===== config.mk =====
export PLATFORM = sky130hd
export DESIGN_NAME = muntjac_timer_flat
export DESIGN_NICKNAME = d
export VERILOG_FILES = /design/src/rtl/muntjac_timer_if.sv /design/src/rtl/muntjac_timer.sv /design/src/flat_wrapper.sv
export SDC_FILE = /design/constraint.sdc
export NUM_CORES = 1
export LEC_CHECK = 0
export ABC_CLOCK_PERIOD_IN_PS = 4390
export CAP_MARGIN = 20
export CORE_MARGIN = 2
export CORE_UTILIZATION = 61
export CTS_BUF_LIST = sky130_fd_sc_hd__clkbuf_2
export DETAILED_ROUTE_END_ITERATION = 10
export GPL_TIMING_DRIVEN = 0
export PLACE_DENSITY = 0.89
export SLEW_MARGIN = 0
export SYNTH_ARGS = -nofsm -noshare
export SYNTH_HDL_FRONTEND = slang
export SYNTH_SLANG_ARGS = --single-unit

===== constraint.sdc =====
create_clock -name clk_i -period 4.39 [get_ports clk_i]
set_clock_uncertainty 0.15 [all_clocks]
set_input_delay 0.878 -clock clk_i [delete_from_list [all_inputs] [get_ports clk_i]]
set_output_delay 0.878 -clock clk_i [all_outputs]
set_load 0.1 [all_outputs]

===== src/rtl/muntjac_timer_if.sv =====
`default_nettype none
// +----------------------------------------------------------------------+
// | Module   : muntjac_timer_if                                          |
// | Purpose  : Request/response register bus between a bus master and    |
// |            the muntjac_timer machine-timer block.                    |
// | Ports    : req_* carry the request (valid/ready handshake),          |
// |            rsp_* carry the response (valid/ready handshake).         |
// |            Signal suffixes are named from the timer's point of view. |
// | Modports : slave  - timer side                                       |
// |            master - requester side                                   |
// | Revision : 1.0  initial release                                      |
// +----------------------------------------------------------------------+
interface muntjac_timer_if;
  logic        req_valid_i;
  logic        req_ready_o;
  logic        req_write_i;
  logic [15:0] req_addr_i;
  logic [63:0] req_wdata_i;
  logic [7:0]  req_wmask_i;
  logic        rsp_valid_o;
  logic        rsp_ready_i;
  logic [63:0] rsp_rdata_o;
  logic        rsp_error_o;

  modport slave (
    input  req_valid_i, req_write_i, req_addr_i, req_wdata_i, req_wmask_i,
    input  rsp_ready_i,
    output req_ready_o, rsp_valid_o, rsp_rdata_o, rsp_error_o
  );

  modport master (
    output req_valid_i, req_write_i, req_addr_i, req_wdata_i, req_wmask_i,
    output rsp_ready_i,
    input  req_ready_o, rsp_valid_o, rsp_rdata_o, rsp_error_o
  );
endinterface
`default_nettype wire


===== src/rtl/muntjac_timer.sv =====
`default_nettype none
// +----------------------------------------------------------------------+
// | Module   : muntjac_timer                                             |
// | Purpose  : RISC-V machine timer (msip / mtimecmp / mtime) behind a   |
// |            one-outstanding-request register bus.                     |
// | Ports    : clk_i            - sole clock, rising edge                |
// |            rst_ni           - asynchronous active-low reset          |
// |            bus              - register bus (muntjac_timer_if.slave)  |
// |            irq_software_m_o - msip bit 0                             |
// |            irq_timer_m_o    - registered (mtime >= mtimecmp)         |
// | Map      : 0x0000 msip, 0x4000 mtimecmp, 0xBFF8 mtime                |
// | Options  : MUNTJAC_TIMER_WRITE_MTIME_EN - makes mtime writable;      |
// |            when undefined mtime writes are accepted and ignored.     |
// | Revision : 1.0  initial release                                      |
// +----------------------------------------------------------------------+
module muntjac_timer #(
  parameter int unsigned TickDivide    = 1,
  parameter logic [63:0] MtimecmpReset = 64'hFFFF_FFFF_FFFF_FFFF
) (
  input  wire logic         clk_i,
  input  wire logic         rst_ni,
  muntjac_timer_if.slave    bus,
  output logic              irq_software_m_o,
  output logic              irq_timer_m_o
);

  localparam logic [15:0] ADDR_MSIP     = 16'h0000;
  localparam logic [15:0] ADDR_MTIMECMP = 16'h4000;
  localparam logic [15:0] ADDR_MTIME    = 16'hBFF8;
  localparam logic [15:0] TICK_LAST     = 16'(TickDivide - 1);

  typedef enum logic [0:0] {
    IDLE = 1'b0,
    RESP = 1'b1
  } state_e;

  state_e      state_q, state_d;
  logic [63:0] rsp_rdata_q, rsp_rdata_d;
  logic        rsp_error_q, rsp_error_d;
  logic [63:0] mtime_q, mtime_d;
  logic [63:0] mtimecmp_q, mtimecmp_d;
  logic [15:0] prescale_q, prescale_d;
  logic        msip_q, msip_d;
  logic        irq_timer_q, irq_timer_d;

  logic        hit_msip, hit_cmp, hit_mtime, hit_any;
  logic        accept, wr_en;
  logic [63:0] rd_value;

  // Byte-lane merge of write data into an existing register value.
  function automatic logic [63:0] merge_bytes(input logic [63:0] old_val,
                                              input logic [63:0] wdata,
                                              input logic [7:0]  wmask);
    logic [63:0] res;
    res = old_val;
    for (int b = 0; b < 8; b++) begin
      if (wmask[b]) res[b*8 +: 8] = wdata[b*8 +: 8];
    end
    return res;
  endfunction

  // Full 16-bit compare: any address with addr[2:0] != 0 misses every
  // register and therefore reports an error.
  assign hit_msip  = (bus.req_addr_i == ADDR_MSIP);
  assign hit_cmp   = (bus.req_addr_i == ADDR_MTIMECMP);
  assign hit_mtime = (bus.req_addr_i == ADDR_MTIME);
  assign hit_any   = hit_msip | hit_cmp | hit_mtime;

  assign accept = (state_q == IDLE) && bus.req_valid_i;
  // A zero byte mask is a no-op write and must not steal a tick.
  assign wr_en  = accept && bus.req_write_i && hit_any && (|bus.req_wmask_i);

  always_comb begin
    rd_value = 64'd0;
    if (hit_msip)  rd_value = {63'd0, msip_q};
    if (hit_cmp)   rd_value = mtimecmp_q;
    if (hit_mtime) rd_value = mtime_q;
  end

  always_comb begin
    state_d     = state_q;
    rsp_rdata_d = rsp_rdata_q;
    rsp_error_d = rsp_error_q;
    mtime_d     = mtime_q;
    mtimecmp_d  = mtimecmp_q;
    prescale_d  = prescale_q;
    msip_d      = msip_q;
    irq_timer_d = (mtime_q >= mtimecmp_q);

    if (prescale_q == TICK_LAST) begin
      prescale_d = 16'd0;
      mtime_d    = mtime_q + 64'd1;
    end else begin
      prescale_d = prescale_q + 16'd1;
    end

    case (state_q)
      IDLE: begin
        if (accept) begin
          state_d     = RESP;
          rsp_error_d = ~hit_any;
          rsp_rdata_d = (bus.req_write_i || !hit_any) ? 64'd0 : rd_value;
        end
        if (wr_en) begin
          if (hit_msip && bus.req_wmask_i[0]) msip_d = bus.req_wdata_i[0];
          if (hit_cmp) begin
            mtimecmp_d = merge_bytes(mtimecmp_q, bus.req_wdata_i, bus.req_wmask_i);
          end
`ifdef MUNTJAC_TIMER_WRITE_MTIME_EN
          // The written value wins over a coincident tick.
          if (hit_mtime) begin
            mtime_d = merge_bytes(mtime_q, bus.req_wdata_i, bus.req_wmask_i);
          end
`else
          // mtime is read-only: the access completes, nothing is stored.
`endif
        end
      end
      RESP: begin
        if (bus.rsp_ready_i) state_d = IDLE;
      end
      default: state_d = IDLE;
    endcase
  end

  always_ff @(posedge clk_i or negedge rst_ni) begin
    if (!rst_ni) begin
      state_q     <= IDLE;
      rsp_rdata_q <= 64'd0;
      rsp_error_q <= 1'b0;
      mtime_q     <= 64'd0;
      mtimecmp_q  <= MtimecmpReset;
      prescale_q  <= 16'd0;
      msip_q      <= 1'b0;
      irq_timer_q <= 1'b0;
    end else begin
      state_q     <= state_d;
      rsp_rdata_q <= rsp_rdata_d;
      rsp_error_q <= rsp_error_d;
      mtime_q     <= mtime_d;
      mtimecmp_q  <= mtimecmp_d;
      prescale_q  <= prescale_d;
      msip_q      <= msip_d;
      irq_timer_q <= irq_timer_d;
    end
  end

  assign bus.req_ready_o = (state_q == IDLE);
  assign bus.rsp_valid_o = (state_q == RESP);
  assign bus.rsp_rdata_o = rsp_rdata_q;
  assign bus.rsp_error_o = rsp_error_q;

  assign irq_software_m_o = msip_q;
  assign irq_timer_m_o    = irq_timer_q;

endmodule
`default_nettype wire

===== src/flat_wrapper.sv =====
// flat-port wrapper written by rule: the top's interface ports become plain ports
module muntjac_timer_flat 
#(
  parameter int unsigned TickDivide    = 1,
  parameter logic [63:0] MtimecmpReset = 64'hFFFF_FFFF_FFFF_FFFF
)
  (clk_i, rst_ni, irq_software_m_o, irq_timer_m_o, bus_req_valid_i, bus_req_write_i, bus_req_addr_i, bus_req_wdata_i, bus_req_wmask_i, bus_rsp_ready_i, bus_req_ready_o, bus_rsp_valid_o, bus_rsp_rdata_o, bus_rsp_error_o);
  muntjac_timer_if bus_i ();
  input  wire logic clk_i;
  input  wire logic rst_ni;
  output logic irq_software_m_o;
  output logic irq_timer_m_o;
  input wire logic [$bits(bus_i.req_valid_i)-1:0] bus_req_valid_i;
  input wire logic [$bits(bus_i.req_write_i)-1:0] bus_req_write_i;
  input wire logic [$bits(bus_i.req_addr_i)-1:0] bus_req_addr_i;
  input wire logic [$bits(bus_i.req_wdata_i)-1:0] bus_req_wdata_i;
  input wire logic [$bits(bus_i.req_wmask_i)-1:0] bus_req_wmask_i;
  input wire logic [$bits(bus_i.rsp_ready_i)-1:0] bus_rsp_ready_i;
  output wire logic [$bits(bus_i.req_ready_o)-1:0] bus_req_ready_o;
  output wire logic [$bits(bus_i.rsp_valid_o)-1:0] bus_rsp_valid_o;
  output wire logic [$bits(bus_i.rsp_rdata_o)-1:0] bus_rsp_rdata_o;
  output wire logic [$bits(bus_i.rsp_error_o)-1:0] bus_rsp_error_o;
  assign bus_i.req_valid_i = bus_req_valid_i;
  assign bus_i.req_write_i = bus_req_write_i;
  assign bus_i.req_addr_i = bus_req_addr_i;
  assign bus_i.req_wdata_i = bus_req_wdata_i;
  assign bus_i.req_wmask_i = bus_req_wmask_i;
  assign bus_i.rsp_ready_i = bus_rsp_ready_i;
  assign bus_req_ready_o = bus_i.req_ready_o;
  assign bus_rsp_valid_o = bus_i.rsp_valid_o;
  assign bus_rsp_rdata_o = bus_i.rsp_rdata_o;
  assign bus_rsp_error_o = bus_i.rsp_error_o;
  muntjac_timer #(.TickDivide(TickDivide), .MtimecmpReset(MtimecmpReset)) u_core (.clk_i(clk_i), .rst_ni(rst_ni), .bus(bus_i), .irq_software_m_o(irq_software_m_o), .irq_timer_m_o(irq_timer_m_o));
endmodule

==> impl_metrics.json <==
{
  "status": "complete, no violations",
  "nets": 1387,
  "drv_slew": 0,
  "p_per_area_nw_per_um2": 268,
  "ys_top_cells_by_area": "dfrtp_1 (35%), dfstp_2 (16%), ha_1 (7.8%), mux2_2 (6.3%), a22oi_1 (4.4%)",
  "finalHoldViolCount": 0,
  "fmax_mhz": 275,
  "rsz0062_at_grt": "no",
  "core.rowCount": 48,
  "wl_per_cell_um": 17.3,
  "p_sw_uw": 951,
  "final_layout_size_suffix_gt1_share_pct": 18.9,
  "setup_viol": 0,
  "die_w_um": 136,
  "syn-num-nets": 1168,
  "drtIter0Drc": 669,
  "grt_pass1_vias": 8833,
  "crit_family": "buffers and inverters",
  "peakVddDrop_mv": 0.165,
  "cap_violations": 0,
  "dr.pass1.iters": 5,
  "crit_path_end_kind": "output pin",
  "nFillCells": 1219,
  "cts_tree": "done",
  "worstPathRequired_ps": 3360,
  "synth_seq_cells": 212,
  "gp_congestion": 0.871,
  "sw_frac_of_total_pct": 27.0,
  "worstMarginPinSlew_ps": 1050,
  "clkTransAtPathRegs_ps": 110,
  "worstPathArrival_ps": 2610,
  "startpoint_type": "flip-flop",
  "path_cells": "inv_1, clkdlybuf4s50_1",
  "worst_setup_path_startpoint": "u_core.bus.rsp_valid_o$_DFF_PN0_",
  "drc": 0,
  "crit_buf_inv": 2,
  "synth_top_family_by_area": "simple AND/OR/NAND/NOR gates",
  "portBuffers": 161,
  "synthSimpleGateAreaFrac_pct": 13.7,
  "timing.rr.start": "u_core.mtimecmp_q[27]$_DFFE_PN1P_",
  "syn_area_um2": 10700,
  "grt_pass1_wl_um": 42500,
  "utilization_pct": 76.1,
  "ys_seq_area_share_pct": 50.4,
  "relSlewSlack_pct": 29.8,
  "cp_slowest_cell": "clkdlybuf4s50_1",
  "syn-instance-count": 1008,
  "cts_inserted_buffers": 54,
  "reg2reg_setup_slack_ps": 1300,
  "p_total_mw": 3.52,
  "sequentialPowerShare_pct": 55.7,
  "grt_max_degree": 113,
  "async_flop_share_pct": 100,
  "cts_root_buffer": "clkbuf_2",
  "start_util_pct": 62.0,
  "internal_power_mw": 2.57,
  "track_usage_pct": 28.9,
  "viasPerCell": 5.75,
  "gr-total-overflow": 0,
  "synth-compound-area-share_pct": 10.7,
  "critPathMaxStageDelay_ps": 1170,
  "drt.antenna.violating_nets": 0,
  "combPwrFrac_pct": 5.9,
  "path_max_fanout": 3,
  "ys_types": 49,
  "wirelength_um": 25900,
  "htreeDepth": 2,
  "synthDominantCellAreaShare_pct": 34.6,
  "fp.dieArea_um2": 18600,
  "vias": 8614,
  "die_h_um": 136,
  "finalCriticalPeriod_ps": 3640,
  "synthAdderAreaFrac_pct": 7.84,
  "p_clk_share_pct": 38.4,
  "core_um2": 17200,
  "cts_sinks": 212,
  "hp-start": "u_core.prescale_q[15]$_DFF_PN0_",
  "synthMuxAreaShare_pct": 7.05,
  "antenna_found_initial": 1,
  "critPathKind": "flip-flop to output pin",
  "cts_resized": 0,
  "p_leak_nw": 5.79,
  "clkLatencyLatePin_ps": 850,
  "hold_path.class": "flip-flop to flip-flop",
  "io_pins": 162,
  "fin_crit_sh_pct": 82.9,
  "syn2layout_area_growth_pct": 22.7,
  "synth_top_flop_cell": "dfrtp_1",
  "synth_edf_count": 0,
  "yosysWarnings": 0,
  "avgSynthCellArea_um2": 10.6,
  "dp_hpwl_um": 18500,
  "yosysTopAreaCell": "dfrtp_1",
  "synth_xor_area_share_pct": 6.31,
  "clock_path_buffers": 3
}
## state kept, by name, indices dropped and copies added, names as in the netlist
name / count
u_core.mtimecmp_q: 64
u_core.prescale_q: 16
u_core.mtime_q: 64
u_core.irq_software_m_o: 1
u_core.bus.rsp_rdata_o: 64
u_core.bus.rsp_error_o: 1
u_core.bus.rsp_valid_o: 1
u_core.irq_timer_m_o: 1
## through the flow
step                setup TNS (ps)  hold WS, ps  area [um^2]  cells  worst slack, ps
floorplan                        0          297        10700   1008             1490
global placement          -1139010          312        12600   1394            -6180
detailed placement               0          320        12600   1395              294
CTS                              0          343        13100   1497              720
global route                     0          357        13100   1498              681
finish                           0          336        13100   1498              749
## path summary, 6_finish.rpt
check / end / cells after the start
worst max-delay path: bus_req_ready_o / 2
worst min-delay path: u_core.prescale_q[15]$_DFF_PN0_ / 1
worst max register to register: u_core.irq_timer_m_o$_DFF_PN0_ / 8
worst min register to register: u_core.prescale_q[15]$_DFF_PN0_ / 1
max in group asynchronous: u_core.mtimecmp_q[46]$_DFFE_PN1P_ / 3
min in group asynchronous: u_core.bus.rsp_rdata_o[7]$_DFFE_PN0P_ / 2
## power groups by stage
stage	Sequential, mW	Clock (mW)	Combinational [mW]
CTS	1.96	1.38	0.211
floorplan	2.02	0	0.0330
global placement	2.00	0	0.204
global route	1.96	1.48	0.225
finish	1.96	1.35	0.208
detailed placement	2.00	0	0.210
## repair_timing
item	in CTS	in global routing
buffers inserted	0	0
hold buffers	1	0
endpoints found under the hold margin	72	0
## synthesized netlist by cell type (all sizes together), types with 3 or more instances
| cell type | instances |
|---|---|
| dfrtp | 148 |
| nand2 | 120 |
| inv | 80 |
| o21ai | 77 |
| ha | 67 |
| mux2 | 66 |
| dfstp | 64 |
| a22oi | 63 |
| xnor2 | 50 |
| nand4 | 35 |
| nor2 | 35 |
| nand3 | 29 |
| clkbuf | 28 |
| a21oi | 27 |
| xor2 | 27 |
| nor3 | 23 |
| nor4 | 12 |
| a21o | 11 |
| and3 | 9 |
| and4 | 8 |
| buf | 5 |
| nand2b | 4 |
| nor2b | 3 |
## cells by family after synthesis
| group | after synthesis |
|---|---|
| AND/OR/NAND/NOR | 286 |
| multiplexers | 67 |
| AO/OA/AOI/OAI | 186 |
| buffers and inverters | 113 |
| XOR/XNOR | 77 |
| adder cells (fa/ha/maj) | 67 |
| flip-flops | 212 |
## layout by cell type, fill, tap and decap left out, types with 2 or more instances in the layout
master | Yosys | routed
nand3_1 | 28 | 28
ha_1 | 67 | 67
nor2_1 | 34 | 34
clkinv_2 | 0 | 3
a22oi_1 | 63 | 63
or3_1 | 2 | 2
nor2b_1 | 3 | 3
mux2_1 | 6 | 6
inv_1 | 80 | 80
nand4_1 | 33 | 33
nor3_2 | 3 | 3
clkdlybuf4s50_1 | 0 | 160
dfstp_2 | 64 | 64
nor3_1 | 19 | 19
and4_1 | 8 | 8
xor2_1 | 27 | 27
nor4_1 | 8 | 8
clkbuf_2 | 1 | 88
nand2_2 | 5 | 5
a211oi_1 | 2 | 2
and3_1 | 9 | 9
mux2_2 | 60 | 60
and2_1 | 2 | 2
o21ai_0 | 77 | 77
xnor2_1 | 50 | 50
clkinv_1 | 0 | 10
clkbuf_1 | 27 | 27
a21oi_1 | 27 | 27
nand2b_1 | 4 | 4
dfrtp_1 | 148 | 148
nand2_1 | 115 | 115
a21o_1 | 11 | 11
nor4_2 | 3 | 3
buf_2 | 4 | 4
## cell type report
class / count / area, um^2 / share of cell area (%)
diodes: 1 / 2.50 / 0.0191
plain buffers: 33 / 134 / 1.02
clock buffers: 87 / 435 / 3.32
clock inverters: 14 / 56.3 / 0.429
inverters: 80 / 300 / 2.29
multi-input cells: 683 / 4870 / 37.1
flip-flops and latches: 212 / 5390 / 41.0
well taps: 225 / 282 / 2.15
repair buffers: 163 / 1650 / 12.6
## per-layer routing
metal	vias up	wire [um]	GRT usage, %
li1	4003	-	-
met1	4212	10600	37.6
met2	331	12800	47.6
met3	68	1720	5.70
met4	0	770	11.7
met5	-	0	0
Note: power is estimated with default switching activity, not from simulation.
